File: src/rtl/cnn_pkg.sv
// Shared types and helpers for the layer-3 pooling controller.
package cnn_pkg;

  localparam int CHANNEL_NUM = 16;
  localparam int BITS_SHIFT  = 4;
  localparam int LANE_W      = CHANNEL_NUM << BITS_SHIFT;

  typedef enum logic [2:0] {
    ST_IDLE = 3'd0,
    ST_FEED = 3'd1,
    ST_WAIT = 3'd2,
    ST_OUT  = 3'd3,
    ST_DONE = 3'd4
  } pool_ctrl_state_t;

  function automatic int win_total(input int map_w, input int map_h, input int pool_k);
    return (map_w / pool_k) * (map_h / pool_k);
  endfunction

endpackage

File: src/rtl/layer3_pool_ctrl_if.sv
// Stream, array and downstream signals of the layer-3 pooling controller.
interface layer3_pool_ctrl_if
  import cnn_pkg::*;
#(
  parameter int W = LANE_W
) ();

  logic         frame_start;
  logic         in_valid;
  logic [W-1:0] in_data;
  logic         in_ready;
  logic [W-1:0] pool_data;
  logic         pool_start;
  logic         pool_ready;
  logic [W-1:0] pool_result;
  logic         out_valid;
  logic [W-1:0] out_data;
  logic         out_ready;
  logic         busy;
  logic         frame_done;
  logic         err;

  // environment side: line buffer, pooling array, downstream and top controller
  modport master (
    output frame_start, in_valid, in_data, pool_ready, pool_result, out_ready,
    input  in_ready, pool_data, pool_start, out_valid, out_data, busy, frame_done, err
  );

  modport slave (
    input  frame_start, in_valid, in_data, pool_ready, pool_result, out_ready,
    output in_ready, pool_data, pool_start, out_valid, out_data, busy, frame_done, err
  );

endinterface

File: src/rtl/layer3_pool_ctrl.sv
// Sequencer for the layer-3 16-channel max-pooling array.
// Optional WAIT watchdog compiled in with LAYER3_POOL_CTRL_TIMEOUT_EN.
//
// state | meaning
// IDLE  | waiting for frame_start
// FEED  | streaming pool_k*pool_k beats of one window into the array
// WAIT  | waiting for the array ready pulse
// OUT   | pooled vector held on out_data until accepted
// DONE  | frame_done pulse, then back to IDLE
module layer3_pool_ctrl
  import cnn_pkg::*;
#(
  parameter int bits        = 16,
  parameter int bits_shift  = 4,
  parameter int channel_num = 16,
  parameter int pool_k      = 2,
  parameter int map_w       = 8,
  parameter int map_h       = 8
`ifdef LAYER3_POOL_CTRL_TIMEOUT_EN
  ,
  parameter int timeout_cyc = 255
`endif
) (
  input logic               clk_in,
  input logic               rst_n,
  layer3_pool_ctrl_if.slave bus
);

  localparam int DW        = channel_num << bits_shift;
  localparam int BEATS     = pool_k * pool_k;
  localparam int BEAT_W    = (BEATS > 1) ? $clog2(BEATS) : 1;
  localparam int WIN_TOTAL = win_total(map_w, map_h, pool_k);
  localparam int WIN_W     = $clog2(WIN_TOTAL) + 1;

  localparam logic [BEAT_W-1:0] BEAT_LAST = BEAT_W'(BEATS - 1);
  localparam logic [WIN_W-1:0]  WIN_LAST  = WIN_W'(WIN_TOTAL - 1);

`ifdef LAYER3_POOL_CTRL_TIMEOUT_EN
  localparam int              WD_W    = $clog2(timeout_cyc + 1);
  localparam logic [WD_W-1:0] WD_LAST = WD_W'(timeout_cyc - 1);
  logic [WD_W-1:0] r_wd_cnt;
`endif

  pool_ctrl_state_t  r_state;
  logic [BEAT_W-1:0] r_beat_cnt;
  logic [WIN_W-1:0]  r_win_cnt;
  logic              r_in_ready;
  logic              r_pool_start;
  logic [DW-1:0]     r_pool_data;
  logic              r_out_valid;
  logic [DW-1:0]     r_out_data;
  logic              r_busy;
  logic              r_frame_done;
  logic              r_err;

  logic [DW-1:0]     w_lane_mask;
  logic              w_beat_acc;

  // Lane bits above the quantization width are forced to zero on the way to the array.
  always_comb begin
    w_lane_mask = '0;
    for (int j = 0; j < DW; j++) begin
      w_lane_mask[j] = ((j % (1 << bits_shift)) < bits);
    end
  end

  assign w_beat_acc = (r_state == ST_FEED) && r_in_ready && bus.in_valid;

  always_ff @(posedge clk_in or negedge rst_n) begin
    if (!rst_n) begin
      r_state      <= ST_IDLE;
      r_beat_cnt   <= '0;
      r_win_cnt    <= '0;
      r_in_ready   <= 1'b0;
      r_pool_start <= 1'b0;
      r_pool_data  <= '0;
      r_out_valid  <= 1'b0;
      r_out_data   <= '0;
      r_busy       <= 1'b0;
      r_frame_done <= 1'b0;
      r_err        <= 1'b0;
`ifdef LAYER3_POOL_CTRL_TIMEOUT_EN
      r_wd_cnt     <= '0;
`endif
    end else begin
      r_pool_start <= 1'b0;
      r_frame_done <= 1'b0;

      case (r_state)
        ST_IDLE: begin
          if (bus.frame_start) begin
            r_beat_cnt <= '0;
            r_win_cnt  <= '0;
            r_err      <= 1'b0;
            r_in_ready <= 1'b1;
            r_busy     <= 1'b1;
            r_state    <= ST_FEED;
          end
        end

        ST_FEED: begin
          if (w_beat_acc) begin
            r_pool_data  <= bus.in_data & w_lane_mask;
            r_pool_start <= (r_beat_cnt == '0);
            if (r_beat_cnt == BEAT_LAST) begin
              r_beat_cnt <= '0;
              r_in_ready <= 1'b0;
              r_state    <= ST_WAIT;
`ifdef LAYER3_POOL_CTRL_TIMEOUT_EN
              r_wd_cnt   <= '0;
`endif
            end else begin
              r_beat_cnt <= r_beat_cnt + 1'b1;
            end
          end else if (r_beat_cnt != '0) begin
            // upstream gapped inside a window: the array holds a partial window, abandon the frame
            r_err      <= 1'b1;
            r_beat_cnt <= '0;
            r_in_ready <= 1'b0;
            r_busy     <= 1'b0;
            r_state    <= ST_IDLE;
          end
        end

        ST_WAIT: begin
          if (bus.pool_ready) begin
            r_out_data  <= bus.pool_result;
            r_out_valid <= 1'b1;
            r_state     <= ST_OUT;
          end
`ifdef LAYER3_POOL_CTRL_TIMEOUT_EN
          else if (r_wd_cnt == WD_LAST) begin
            r_err   <= 1'b1;
            r_busy  <= 1'b0;
            r_state <= ST_IDLE;
          end else begin
            r_wd_cnt <= r_wd_cnt + 1'b1;
          end
`endif
        end

        ST_OUT: begin
          if (r_out_valid && bus.out_ready) begin
            r_out_valid <= 1'b0;
            r_win_cnt   <= r_win_cnt + 1'b1;
            if (r_win_cnt == WIN_LAST) begin
              r_frame_done <= 1'b1;
              r_state      <= ST_DONE;
            end else begin
              r_in_ready <= 1'b1;
              r_state    <= ST_FEED;
            end
          end
        end

        ST_DONE: begin
          r_busy  <= 1'b0;
          r_state <= ST_IDLE;
        end

        default: begin
          r_in_ready <= 1'b0;
          r_busy     <= 1'b0;
          r_state    <= ST_IDLE;
        end
      endcase

      // A ready pulse outside WAIT has no window to belong to; it overrides a same-cycle clear.
      if (bus.pool_ready && (r_state != ST_WAIT)) begin
        r_err <= 1'b1;
      end
    end
  end

  assign bus.in_ready   = r_in_ready;
  assign bus.pool_start = r_pool_start;
  assign bus.pool_data  = r_pool_data;
  assign bus.out_valid  = r_out_valid;
  assign bus.out_data   = r_out_data;
  assign bus.busy       = r_busy;
  assign bus.frame_done = r_frame_done;
  assign bus.err        = r_err;

endmodule

File: src/flat_wrapper.sv
// flat-port wrapper written by rule: the top's interface ports become plain ports
module layer3_pool_ctrl_flat import cnn_pkg::*;
#(
  parameter int bits        = 16,
  parameter int bits_shift  = 4,
  parameter int channel_num = 16,
  parameter int pool_k      = 2,
  parameter int map_w       = 8,
  parameter int map_h       = 8

)
  (clk_in, rst_n, bus_frame_start, bus_in_valid, bus_in_data, bus_pool_ready, bus_pool_result, bus_out_ready, bus_in_ready, bus_pool_data, bus_pool_start, bus_out_valid, bus_out_data, bus_busy, bus_frame_done, bus_err);
  layer3_pool_ctrl_if #(.W((LANE_W))) bus_i ();
  input logic clk_in;
  input logic rst_n;
  input wire logic [$bits(bus_i.frame_start)-1:0] bus_frame_start;
  input wire logic [$bits(bus_i.in_valid)-1:0] bus_in_valid;
  input wire logic [$bits(bus_i.in_data)-1:0] bus_in_data;
  input wire logic [$bits(bus_i.pool_ready)-1:0] bus_pool_ready;
  input wire logic [$bits(bus_i.pool_result)-1:0] bus_pool_result;
  input wire logic [$bits(bus_i.out_ready)-1:0] bus_out_ready;
  output wire logic [$bits(bus_i.in_ready)-1:0] bus_in_ready;
  output wire logic [$bits(bus_i.pool_data)-1:0] bus_pool_data;
  output wire logic [$bits(bus_i.pool_start)-1:0] bus_pool_start;
  output wire logic [$bits(bus_i.out_valid)-1:0] bus_out_valid;
  output wire logic [$bits(bus_i.out_data)-1:0] bus_out_data;
  output wire logic [$bits(bus_i.busy)-1:0] bus_busy;
  output wire logic [$bits(bus_i.frame_done)-1:0] bus_frame_done;
  output wire logic [$bits(bus_i.err)-1:0] bus_err;
  assign bus_i.frame_start = bus_frame_start;
  assign bus_i.in_valid = bus_in_valid;
  assign bus_i.in_data = bus_in_data;
  assign bus_i.pool_ready = bus_pool_ready;
  assign bus_i.pool_result = bus_pool_result;
  assign bus_i.out_ready = bus_out_ready;
  assign bus_in_ready = bus_i.in_ready;
  assign bus_pool_data = bus_i.pool_data;
  assign bus_pool_start = bus_i.pool_start;
  assign bus_out_valid = bus_i.out_valid;
  assign bus_out_data = bus_i.out_data;
  assign bus_busy = bus_i.busy;
  assign bus_frame_done = bus_i.frame_done;
  assign bus_err = bus_i.err;
  layer3_pool_ctrl #(.bits(bits), .bits_shift(bits_shift), .channel_num(channel_num), .pool_k(pool_k), .map_w(map_w), .map_h(map_h)) u_core (.clk_in(clk_in), .rst_n(rst_n), .bus(bus_i));
endmodule
File: config.mk
export PLATFORM = sky130hd
export DESIGN_NAME = layer3_pool_ctrl_flat
export DESIGN_NICKNAME = d
export VERILOG_FILES = /design/src/rtl/cnn_pkg.sv /design/src/rtl/layer3_pool_ctrl_if.sv /design/src/rtl/layer3_pool_ctrl.sv /design/src/flat_wrapper.sv
export SDC_FILE = /design/constraint.sdc
export NUM_CORES = 1
export LEC_CHECK = 0
export ABC_AREA = 1
export CAP_MARGIN = 20
export CELL_PAD_IN_SITES_DETAIL_PLACEMENT = 0
export CELL_PAD_IN_SITES_GLOBAL_PLACEMENT = 2
export CORE_AREA = 5 5 398 400
export CTS_BUF_LIST = sky130_fd_sc_hd__clkbuf_2 sky130_fd_sc_hd__clkbuf_4 sky130_fd_sc_hd__clkbuf_8
export DETAILED_ROUTE_END_ITERATION = 7
export DIE_AREA = 0 0 403 405
export GPL_TIMING_DRIVEN = 0
export HOLD_SLACK_MARGIN = 0.03
export PLACE_DENSITY = 0.61
export SETUP_SLACK_MARGIN = 0.2
export SYNTH_ARGS = -nofsm -noshare
export SYNTH_HDL_FRONTEND = slang
export SYNTH_SLANG_ARGS = --single-unit
File: constraint.sdc
create_clock -name clk_in -period 2.7 [get_ports clk_in]
set_input_delay 0.81 -clock clk_in [delete_from_list [all_inputs] [get_ports clk_in]]
set_output_delay 0.81 -clock clk_in [all_outputs]
set_load 0.005 [all_outputs]
==> results.yml <==
worst_setup_path:
  worstPathBufferInverterCount: 1
  cp.required_ns: 1.89
  crit_fanout: 2
  cp_num_cells: 1
  r2r_cells: 7
  critical-path-top-delay-family: "flip-flops"
  cp_slowest_stage_delay_ns: 0.48
  crit_path_end_kind: "output port"
  path_class: "flip-flop to output port"
  slowest_stage: "dfrtp_2"
  crit_chain: "clkdlybuf4s15_1"
  reg2reg_setup_slack_ns: 0.54
  cp-start-kind: "flip-flop"
  cp_data_arrival_time_ns: 1.56
yosys:
  yosysTopAreaCell: "dfrtp_1"
  synth_warnings: 0
  ys_seq_area_frac: 0.647
  synth_top_cell_area_share: 0.647
  synth_area_leaders: "dfrtp_1 (65%), nand2_1 (20%), o21ai_1 (6.1%)"
  syn_area_sq_um: 20400
  synthCells: 2275
  synth.avg_cell_area_sq_um: 8.97
  ys_ff_latch: 528
  synth_nets: 2797
  synthDistinctLibCells: 23
power:
  power_density_nw_per_um2: 1010
  ir_drop_mv: 0.367
  p_leak_nw: 18.5
drt:
  ant_nets: 0
  routedWlPerCell_microns: 21.1
  num_vias: 19481
  vias_per_cell: 3.48
  drc_errors: 0
  first_pass_iters: 7
  wl_microns: 118000
  drt_iter0_markers: 1010
worst_hold_path:
  hold_depth: 2
  hold_path_class: "flip-flop to flip-flop"
final_layout:
  drive_gt1_frac: 0.101
  finalNonFillerCells: 5598
  finish.utilization: 0.230
  nets: 3959
  areaGrowthSynthToFinish_pct: 74.3
clocking:
  cts_buffer_depth: 3
  htreeDepth: 3
  clkTransAtPathRegs_ns: 0.06
  cts_buffers: 107
  cts_tree: "done"
  cts_root_buf: "clkbuf_8"
  worst_skew_pair.late_latency_ns: 0.82
  cts_sinks: 528
floorplanning:
  boundaryPins: 1036
  fp.dieArea_sq_um: 163000
  fp.dieW_microns: 403
  core_sq_um: 155000
  dieHeight_microns: 405
  num_rows: 145
  start_util: 0.132
grt:
  grt_pass1_vias: 20687
  track_usage: 0.139
  grt_max_degree: 96
  antenna_found_initial: 29
  grt_overflow: 0
  grt_pass1_wl_microns: 163000
flow_run:
  timing.max_cap.violations: 0
timing:
  rsz0062_at_grt: "no"
  setup_viol: 0
  maxSlewHeadroom: 0.496
  period_share: 0.877
  drv_slew: 0
  hold_viol: 0
  fmax_mhz: 422
  holdWs_ns: 0.471
  fin_skew_ns: 0.0793
  fin_crit_ns: 2.37
  worst_pin_slew_ns: 0.756
placed_design:
  io_buffers: 1035
  dpl.cell_count: 5375
  place_congestion: 0.856
  hpwl_microns: 95000
run_status:
  status: "finished clean"
==> power breakdown <==
group	total, mW	internal, mW	switching (mW)
Sequential	13.6	11.5	2.18
Combinational	12.8	6.07	6.71
Clock	9.55	5.51	4.04
==> state kept, by name, summed over array words and instances, names as in the netlist, 2 cells and up <==
name and flops:
u_core.r_beat_cnt 2, u_core.r_state 3, u_core.r_win_cnt 5, u_core.bus.pool_data 256, u_core.bus.out_data 256
==> cell families after synthesis <==
family          synth area share
flops                      0.647
simple gates               0.203
compound gates            0.0657
fa+ha+maj                0.00245
xor+xnor                0.000429
buf+inv                   0.0807
==> cells in the final DEF, fill, tap and decap left out, types with 2 or more instances in the layout <==
master	instances
clkdlybuf4s50_1	516
ha_1	4
buf_4	35
clkbuf_1	8
bufinv_16	2
nand2_1	1063
dlygate4sd2_1	496
inv_1	271
clkdlybuf4s15_2	6
clkbuf_8	147
inv_16	2
buf_16	7
nor2_1	12
buf_8	2
dfrtp_1	507
o21ai_1	250
buf_2	77
nor2_4	2
diode_2	19
clkdlybuf4s15_1	13
clkbuf_2	4
clkbuf_4	32
o22ai_1	3
inv_12	3
dfrtp_2	21
nand3_1	8
clkinv_2	5
inv_2	2
o21ai_0	10
==> layer usage <==
metal | track usage | vias up | routed length (microns)
met2 | 0.225 | 785 | 55100
met4 | 0.0414 | 12 | 3180
met3 | 0.0589 | 163 | 11300
met1 | 0.169 | 9285 | 48500
li1 | - | 9236 | -
met5 | 0 | - | 70
==> through the flow <==
step | setup slack [ns] | setup TNS [ns] | power (mW) | instance area [sq um]
floorplan | 1.06 | 0 | 17.8 | 20400
global placement | -26.84 | - | 29.3 | 33300
detailed placement | -0.583 | -64.48 | 29.3 | 33500
CTS | 0.0544 | 0 | 36.9 | 35500
global route | 0.198 | 0 | 38.6 | 35600
finish | 0.332 | 0 | 36.0 | 35600
==> path summary, 6_finish.rpt <==
check,startpoint,to
setup / recovery,u_core.bus.out_data[31],bus_out_data[31]
hold / removal,u_core.bus.pool_data[179],u_core.bus.pool_data[179]
setup reg to reg,u_core.r_state[0],u_core.bus.out_data[77]
hold reg to reg,u_core.bus.pool_data[179],u_core.bus.pool_data[179]
max in group asynchronous,rst_n,u_core.bus.out_data[96]
min in group asynchronous,rst_n,u_core.r_win_cnt[2]
==> cells in the mapped netlist <==
| cell type | number |
|---|---|
| inv_2 | 2 |
| nand3_1 | 8 |
| o22ai_1 | 3 |
| a21oi_4 | 1 |
| inv_1 | 271 |
| o21ai_1 | 250 |
| o21ai_0 | 10 |
| nor2_4 | 2 |
| nand3_4 | 1 |
| nor2_2 | 1 |
| nand2_1 | 1063 |
| xor2_1 | 1 |
| nor3b_1 | 1 |
| or2_2 | 1 |
| a21oi_1 | 1 |
| nor2_1 | 12 |
| buf_4 | 27 |
| nand4_1 | 1 |
| dfrtp_1 | 528 |
| clkbuf_1 | 9 |
| nand3_2 | 1 |
| buf_2 | 77 |
| ha_1 | 4 |
==> final cells by class <==
cell class	count	area, sq um
multi-input cells	1361	5550
inverters	273	1020
repair buffers	1053	10000
diodes	19	47.5
fillers	17279	119000
clock buffers	179	2260
clock inverters	14	211
flip-flops and latches	528	13200
plain buffers	113	623
well taps	2058	2570
==> repair_timing <==
action                                 in CTS  in global routing
hold buffers                                2                  0
gates resized for setup                   566                  6
setup endpoints to repair                 518                 92
endpoints found under the hold margin      43                  0
gates cloned                                0                  1
setup buffers                               8                  0
Power figures use the tool's default switching activity.
